[src/rtl/sseg_scan_decoder.sv]
// Seven-segment scan-bus decoder: qualifies each multiplexed digit for stability and decodes it back to hex.
// Optional macro SSEG_DP_EN adds the decimal-point input dp_n and per-digit output dp.
module sseg_scan_decoder #(
    parameter int NUM_DIG       = 4,
    parameter int STABLE_CYCLES = 4
) (
    input  logic                 clk,
    input  logic                 rst,
    input  logic [6:0]           seg_n,
    input  logic [NUM_DIG-1:0]   an_n,
`ifdef SSEG_DP_EN
    input  logic                 dp_n,
    output logic [NUM_DIG-1:0]   dp,
`endif
    output logic [4*NUM_DIG-1:0] digits,
    output logic [NUM_DIG-1:0]   dig_valid,
    output logic                 upd,
    output logic [2:0]           upd_idx,
    output logic                 dig_err
);

    localparam logic [7:0] CNT_FULL = 8'(STABLE_CYCLES);
    localparam logic [7:0] CNT_LAST = 8'(STABLE_CYCLES - 1);

    typedef enum logic [1:0] {IDLE, TRACK, LOCKED} state_t;

    state_t             state_reg;
    logic [7:0]         cnt_reg;
    logic [6:0]         s_seg_reg;
    logic [NUM_DIG-1:0] s_an_reg;
    logic [6:0]         ref_seg_reg;
    logic [2:0]         ref_idx_reg;
    logic [3:0]         nib_reg [NUM_DIG];
    logic [NUM_DIG-1:0] val_reg;
    logic               upd_reg;
    logic [2:0]         upd_idx_reg;
    logic               dig_err_reg;
`ifdef SSEG_DP_EN
    logic               s_dp_reg;
    logic               ref_dp_reg;
    logic [NUM_DIG-1:0] dp_reg;
`endif

    logic [3:0] zero_cnt;
    logic [2:0] slot_idx;
    logic       slot_legal;
    logic       sample_match;
    logic [4:0] glyph;

    // {legal, nibble}; anything outside the 16 hex glyphs reports legal=0
    function automatic logic [4:0] decode_glyph(input logic [6:0] p);
        case (p)
            7'h40: return 5'h10;  7'h79: return 5'h11;
            7'h24: return 5'h12;  7'h30: return 5'h13;
            7'h19: return 5'h14;  7'h12: return 5'h15;
            7'h02: return 5'h16;  7'h78: return 5'h17;
            7'h00: return 5'h18;  7'h18: return 5'h19;
            7'h08: return 5'h1A;  7'h03: return 5'h1B;
            7'h27: return 5'h1C;  7'h21: return 5'h1D;
            7'h04: return 5'h1E;  7'h0E: return 5'h1F;
            default: return 5'h00;
        endcase
    endfunction

    always_comb begin
        zero_cnt = '0;
        slot_idx = '0;
        for (int i = 0; i < NUM_DIG; i++) begin
            if (!s_an_reg[i]) begin
                zero_cnt = zero_cnt + 4'd1;
                slot_idx = 3'(i);
            end
        end
    end

    assign slot_legal   = (zero_cnt == 4'd1);
    assign glyph        = decode_glyph(s_seg_reg);
`ifdef SSEG_DP_EN
    assign sample_match = slot_legal && (slot_idx == ref_idx_reg) &&
                          (s_seg_reg == ref_seg_reg) && (s_dp_reg == ref_dp_reg);
`else
    assign sample_match = slot_legal && (slot_idx == ref_idx_reg) &&
                          (s_seg_reg == ref_seg_reg);
`endif

    always_ff @(posedge clk) begin
        if (rst) begin
            state_reg   <= IDLE;
            cnt_reg     <= '0;
            s_seg_reg   <= '1;
            s_an_reg    <= '1;
            ref_seg_reg <= '0;
            ref_idx_reg <= '0;
            nib_reg     <= '{default: '0};
            val_reg     <= '0;
            upd_reg     <= 1'b0;
            upd_idx_reg <= '0;
            dig_err_reg <= 1'b0;
`ifdef SSEG_DP_EN
            s_dp_reg    <= 1'b1;
            ref_dp_reg  <= 1'b1;
            dp_reg      <= '0;
`endif
        end else begin
            s_seg_reg   <= seg_n;
            s_an_reg    <= an_n;
`ifdef SSEG_DP_EN
            s_dp_reg    <= dp_n;
`endif
            upd_reg     <= 1'b0;
            dig_err_reg <= 1'b0;
            case (state_reg)
                IDLE: begin
                    if (slot_legal) begin
                        state_reg   <= TRACK;
                        cnt_reg     <= 8'd1;
                        ref_seg_reg <= s_seg_reg;
                        ref_idx_reg <= slot_idx;
`ifdef SSEG_DP_EN
                        ref_dp_reg  <= s_dp_reg;
`endif
                    end else begin
                        cnt_reg <= '0;
                    end
                end
                TRACK, LOCKED: begin
                    if (!slot_legal) begin
                        state_reg <= IDLE;
                        cnt_reg   <= '0;
                    end else if (!sample_match) begin
                        state_reg   <= TRACK;
                        cnt_reg     <= 8'd1;
                        ref_seg_reg <= s_seg_reg;
                        ref_idx_reg <= slot_idx;
`ifdef SSEG_DP_EN
                        ref_dp_reg  <= s_dp_reg;
`endif
                    end else if (state_reg == TRACK) begin
                        if (cnt_reg >= CNT_LAST) begin
                            // Run reached the stability threshold: commit once, then hold
                            state_reg   <= LOCKED;
                            cnt_reg     <= CNT_FULL;
                            upd_reg     <= 1'b1;
                            upd_idx_reg <= slot_idx;
                            dig_err_reg <= !glyph[4] && (s_seg_reg != 7'h7F);
                            for (int i = 0; i < NUM_DIG; i++) begin
                                if (3'(i) == slot_idx) begin
                                    val_reg[i] <= glyph[4];
                                    if (glyph[4]) begin
                                        nib_reg[i] <= glyph[3:0];
                                    end
`ifdef SSEG_DP_EN
                                    dp_reg[i] <= ~s_dp_reg;
`endif
                                end
                            end
                        end else begin
                            cnt_reg <= cnt_reg + 8'd1;
                        end
                    end
                end
                default: begin
                    state_reg <= IDLE;
                    cnt_reg   <= '0;
                end
            endcase
        end
    end

    genvar gi;
    generate
        for (gi = 0; gi < NUM_DIG; gi++) begin : g_pack
            assign digits[4*gi +: 4] = nib_reg[gi];
        end
    endgenerate

    assign dig_valid = val_reg;
    assign upd       = upd_reg;
    assign upd_idx   = upd_idx_reg;
    assign dig_err   = dig_err_reg;
`ifdef SSEG_DP_EN
    assign dp        = dp_reg;
`endif

endmodule

[config.mk]
export PLATFORM = sky130hd
export DESIGN_NAME = sseg_scan_decoder
export DESIGN_NICKNAME = d
export VERILOG_FILES = /design/src/rtl/sseg_scan_decoder.sv
export SDC_FILE = /design/constraint.sdc
export NUM_CORES = 1
export LEC_CHECK = 0
export BUFFER_PORTS_ARGS = -buffer_cell sky130_fd_sc_hd__buf_2
export CAP_MARGIN = 20
export CORE_UTILIZATION = 55
export DETAILED_ROUTE_END_ITERATION = 7
export PLACE_DENSITY = 0.84
export SLEW_MARGIN = 20
export SYNTH_ARGS = -nofsm -noshare
export SYNTH_HDL_FRONTEND = slang
export SYNTH_SLANG_ARGS = --single-unit
[constraint.sdc]
create_clock -name clk -period 3.9 [get_ports clk]
set_input_delay 0.585 -clock clk [delete_from_list [all_inputs] [get_ports clk]]
set_output_delay 0.585 -clock clk [all_outputs]
set_load 0.02 [all_outputs]
---- Word level (Yosys, flattened, before mapping) ----
Index checks and enable logic that the tools add are counted.
word-level totals
  flip-flop bits (word level) ............. 56
  input port bits ......................... 13
  output and inout port bits .............. 25
  word-level logic and storage cells ...... 107
operators by class
  $add $sub $neg .......................... 4
  $lt $le $gt $ge ......................... 1
  equality and inequality tests ........... 29
  mux-type cells .......................... 29
  bitwise gates (word level) .............. 5
  reduce and logical (&&, ||, !) cells .... 22
operators with widths
  operator               number
  $pmux W5 S16           1
  $mux W8                4
  $eq A7 B6 Y1 const B   4
  $reduce_and A7 Y1      4
  $reduce_and A6 Y1      4
  $eq A7 B5 Y1 const B   3
  $eq A7 B7 Y1 const B   3
  $mux W7                3
  $pmux W8 S2            1
  $mux W3                5
  $eq A7 B2 Y1 const B   2
  $eq A7 B4 Y1 const B   2
  $pmux W7 S2            1
  $add A4 B1 Y4 const B  3
  $mux W4                3
  $mux W2                5
  $add A8 B1 Y8 const B  1
  $ge A8 B2 Y1 const B   1
  $ne A4 B4 Y1 const B   2
  $eq A7 B3 Y1 const B   1
  $eq A7 B7 Y1           1
  $logic_not A7 Y1       1
  $ne A7 B7 Y1 const B   1
  $eq A2 B3 Y1 const A   2
  other kinds (21)       32

---- Depth between registers and ports, before layout ----
  word-level depth ........................ 13
  depth in mapped cells ................... 14
  mapped depth without buffers ............ 11

---- Worst setup path before layout ----
No wires, ideal clock.
  path type ............................... reg2reg
  start ................................... reg s_an_reg[1]
  end ..................................... reg nib_reg, in the netlist digits[6]
  library setup time ...................... 0.072 ns
  data arrival time ....................... 2.778 ns
  data required time ...................... 3.828 ns
  slack ................................... 1.049 ns
  stages on the path, launching flop included .. 13
  buffers on the path ..................... 2
  period minus slack after synthesis ...... 2.851 ns
  cells stage by stage .................... dfxtp_1 buf_4 inv_1 ha_1 xnor2_1 ha_1 nor3_1 a31oi_2 a211oi_4 and4bb_4 and3_1 buf_4 mux2i_1
on the way
  word-level cells in the longest chain between the ends .. 9
  elaborated cells between the ends (all ways) .. 14
  classes of those cells .................. add/sub: 2; eq/ne: 3; mux: 6; reduce/logical: 3
RTL lines
  what                                  line  text
  start: declaration                    30    logic [NUM_DIG-1:0] s_an_reg;
  start signal: assignment              106   s_an_reg <= an_n;
  $mux W4                               69    if (!s_an_reg[i]) begin
  $add A4 B1 Y4                         70    zero_cnt = zero_cnt + 4'd1;
  $mux W4                               69
  $add A4 B1 Y4                         70
  $mux W4                               69
  $eq A4 B1 Y1                          76    assign slot_legal = (zero_cnt == 4'd1);
  $logic_and A1 B1 Y1 (2 in series)     82    assign sample_match = slot_legal && (slot_idx == ref_idx_reg) &&
  $reduce_and A7 Y1 (no source line) *  --
  end signal: indexed assignment        150   nib_reg[i] <= glyph[3:0];
  end: declaration                      33    logic [3:0] nib_reg [NUM_DIG];
Every way passes the cells marked *; elsewhere a longest branch is shown, timed or not.
A chain may end at the register's enable or synchronous reset.

---- Worst setup path in the final report ----
Same ends and word-level chain as after synthesis.

==> flow_summary.toml <==
[outcome]
outcome = "complete, no violations"

[critical_path]
cp-end-kind = "flip-flop"
cpMostUsedCell = "ha_1"
worstPathArrival_ns = 3.49
start_kind = "flip-flop"
endpoint = "digits[6]"
path_class = "flip-flop to flip-flop"
required_ns = 4.15
cp_cell_sequence = "inv_1 > ha_1 > xnor2_1 > ha_1 > nor3_1 > a31oi_2 > a211oi_4 > and4bb_4 > and3_1 > mux2i_1"
startpoint = "s_an_reg[1]"
crit_family = "simple AND/OR/NAND/NOR gates"
slowest_delay_ns = 0.51
slowest_stage = "a211oi_4"
r2r_cells = 10
critical_path_buf_inv_count = 1
crit_cells = 10
worstReg2RegStart = "s_an_reg[1]"
r2r-end = "digits[6]"
rrSetupSlack_ns = 0.66
critical_path.max_fanout = 9

[grt]
antenna_found_initial = 0
grt.total_usage = 0.217
grt.overflow.total = 0
grt_pass1_vias = 2071
grt_max_degree = 34
grt_pass1_wl_mm = 9.38

[place]
place_area_mm2 = 0.00305
port_buffers = 36
gp_congestion = 0.877
dpl.hpwl_mm = 4.18

[clock_tree]
cts_tree = "yes"
post_cts_resized = 0
hold_buffers = 0
cts_setup_buffers = 0
path_clk_slew_ns = 0.10
cts_root_buf = "clkbuf_8"
numCtsBuffers = 5
clockBufferDepth = 2
htree_levels = 2
clock_latency_ns = 0.32
cts_sinks = 54

[pwr]
p_per_area_mw_per_mm2 = 345
leakagePower_nw = 1.31
ir_worst_vdd_v = 0.000302

[yosys]
syn-num-nets = 358
synth_cells = 337
synth_flop_cell = "dfxtp_1"
synth.distinct_cells = 64
synthesis.area_mm2 = 0.00293
avgSynthCellArea_um2 = 8.70
postSynth.asyncResetShare = 0
yosysWarnings = 0
synth_area_leader_cell = "dfxtp_1"
synthTopCellsByArea = "dfxtp_1 (37%), mux2i_1 (7.9%), xnor2_1 (3.9%)"
ys_ff_latch = 54
yosysTopAreaCellShare = 0.369
synth_edf_count = 0
yosysSeqAreaShare = 0.369

[layout]
fillers = 456
area_growth_syn_to_layout_pct = 7.13
drive_gt1_frac = 0.197
largest_reg_flops = 16
design_area_mm2 = 0.00314
antennaDiodeCount = 0
final_nets = 375

[sta]
min_period_ns = 3.24
fin_hold_ws_ns = 0.446
clock_skew_ns = 0.0126
final_hold_viol_count = 0
setup-tns-final_ns = 0
setup_viol = 0
period_share = 0.830
rsz0062_at_grt = "false"
fmax_mhz = 309
tightest_slew_ns = 0.616
relSlewSlack = 0.585
finalMaxSlewViolations = 0

[drt]
ant_nets = 0
viasPerCell = 5.68
drt-total-wl_mm = 5.73
num_vias = 2413
wl_per_cell_um = 13.5
route.detailed.drc = 0
dr.pass1.iters = 4
drt_iter0_drc = 143

[hold_path]
hp-class = "input pin to flip-flop"
hold_depth = 2
hp-start = "seg_n[4]"

[floorplanning]
die_h_um = 75.0
die_x_um = 75.0
fp-row-count = 26
dieArea_mm2 = 0.00563
start_util = 0.574
num_io_pins = 38
core_mm2 = 0.00511

[run]
drv_cap = 0
-- cell usage after synthesis, types with 2 or more instances --
master and count:
dfxtp_1 54, nand2_1 29, nor2_1 29, mux2i_1 23, o21ai_0 13, xnor2_1 13
a21oi_1 12, nand3_1 12, or2_2 12, inv_1 10, nor3_1 10, buf_2 8
clkbuf_1 8, ha_1 8, a31oi_1 7, buf_4 6, nor4_1 6, nor2b_1 5
nor3b_1 5, and3_1 4, buf_6 3, nand3b_1 3, nand4_1 3, o31ai_1 3
a211o_1 2, a211oi_2 2, a21o_1 2, a22oi_1 2, a31o_1 2, and2_1 2
buf_1 2, nand3_2 2, o32a_1 2, or3_1 2, xor2_1 2
-- worst min path at each step --
stage	endpoint	slack [ns]
after floorplan	cnt_reg[7]	0.44
after global placement	upd_idx[0]	0.44
after detailed placement	upd_idx[0]	0.45
after CTS	s_seg_reg[5]	0.44
after global routing	s_seg_reg[5]	0.44
final	s_seg_reg[4]	0.45
-- report_power, final --
part	switching (mW)	total (mW)	leakage (nW)	internal (mW)
Combinational	0.0830	0.157	0.822	0.0735
Sequential	0.0350	0.608	0.440	0.573
Clock	0.188	0.318	0.0458	0.131
Total	0.306	1.08	1.31	0.777
-- metrics by stage --
stage | util | setup WS [ns] | std cells | power (mW)
2_1_floorplan | - | 1.05 | 337 | 0.754
3_3_place_gp | 0.597 | 0.831 | 417 | 0.771
3_5_place_dp | 0.597 | 0.701 | 417 | 0.776
4_1_cts | 0.615 | 0.678 | 425 | 1.09
5_1_grt | 0.615 | 0.407 | 425 | 1.14
6_report | 0.615 | 0.662 | 425 | 1.08
-- per-layer routing --
metal  track usage  part of all wire  vias to the layer above
met2         0.355              0.48                       67
met3        0.0402             0.037                       10
li1              -                 -                     1212
met5             0                 0                        -
met4        0.0797             0.015                        0
met1         0.287              0.47                     1124
-- cell usage in the layout (no fill, tap or decap), types with 7 or more instances in the layout --
cell type / n
nor3_1: 10
mux2i_1: 23
nor2_1: 29
inv_1: 10
nand3_1: 12
xnor2_1: 13
o21ai_0: 13
dfxtp_1: 54
nand2_1: 29
buf_2: 36
a31oi_1: 7
a21oi_1: 12
or2_2: 12
ha_1: 8
-- layout make-up --
| cell class | count | area (um^2) | area share |
|---|---|---|---|
| Clock inverter | 2 | 17.5 | 0.00558 |
| Timing Repair Buffer | 37 | 188 | 0.0598 |
| Tap cell | 70 | 87.6 | 0.0279 |
| Clock buffer | 6 | 72.6 | 0.0231 |
| Multi-Input combinational cell | 245 | 1650 | 0.526 |
| Inverter | 11 | 41.3 | 0.0131 |
| Sequential cell | 54 | 1080 | 0.344 |
-- kinds of logic after synthesis --
kind of cell	count (synthesis)	synth area share
DFF	54	0.369
adders and majority gates	8	0.0341
other	1	0.00128
and+or+nand+nor	135	0.251
muxes	24	0.0824
xor gates and xnor gates	15	0.0448
AOI/OAI and AO/OA	62	0.150
buffers and inverters	38	0.0674
No activity file was read; power rests on OpenSTA's default activity.
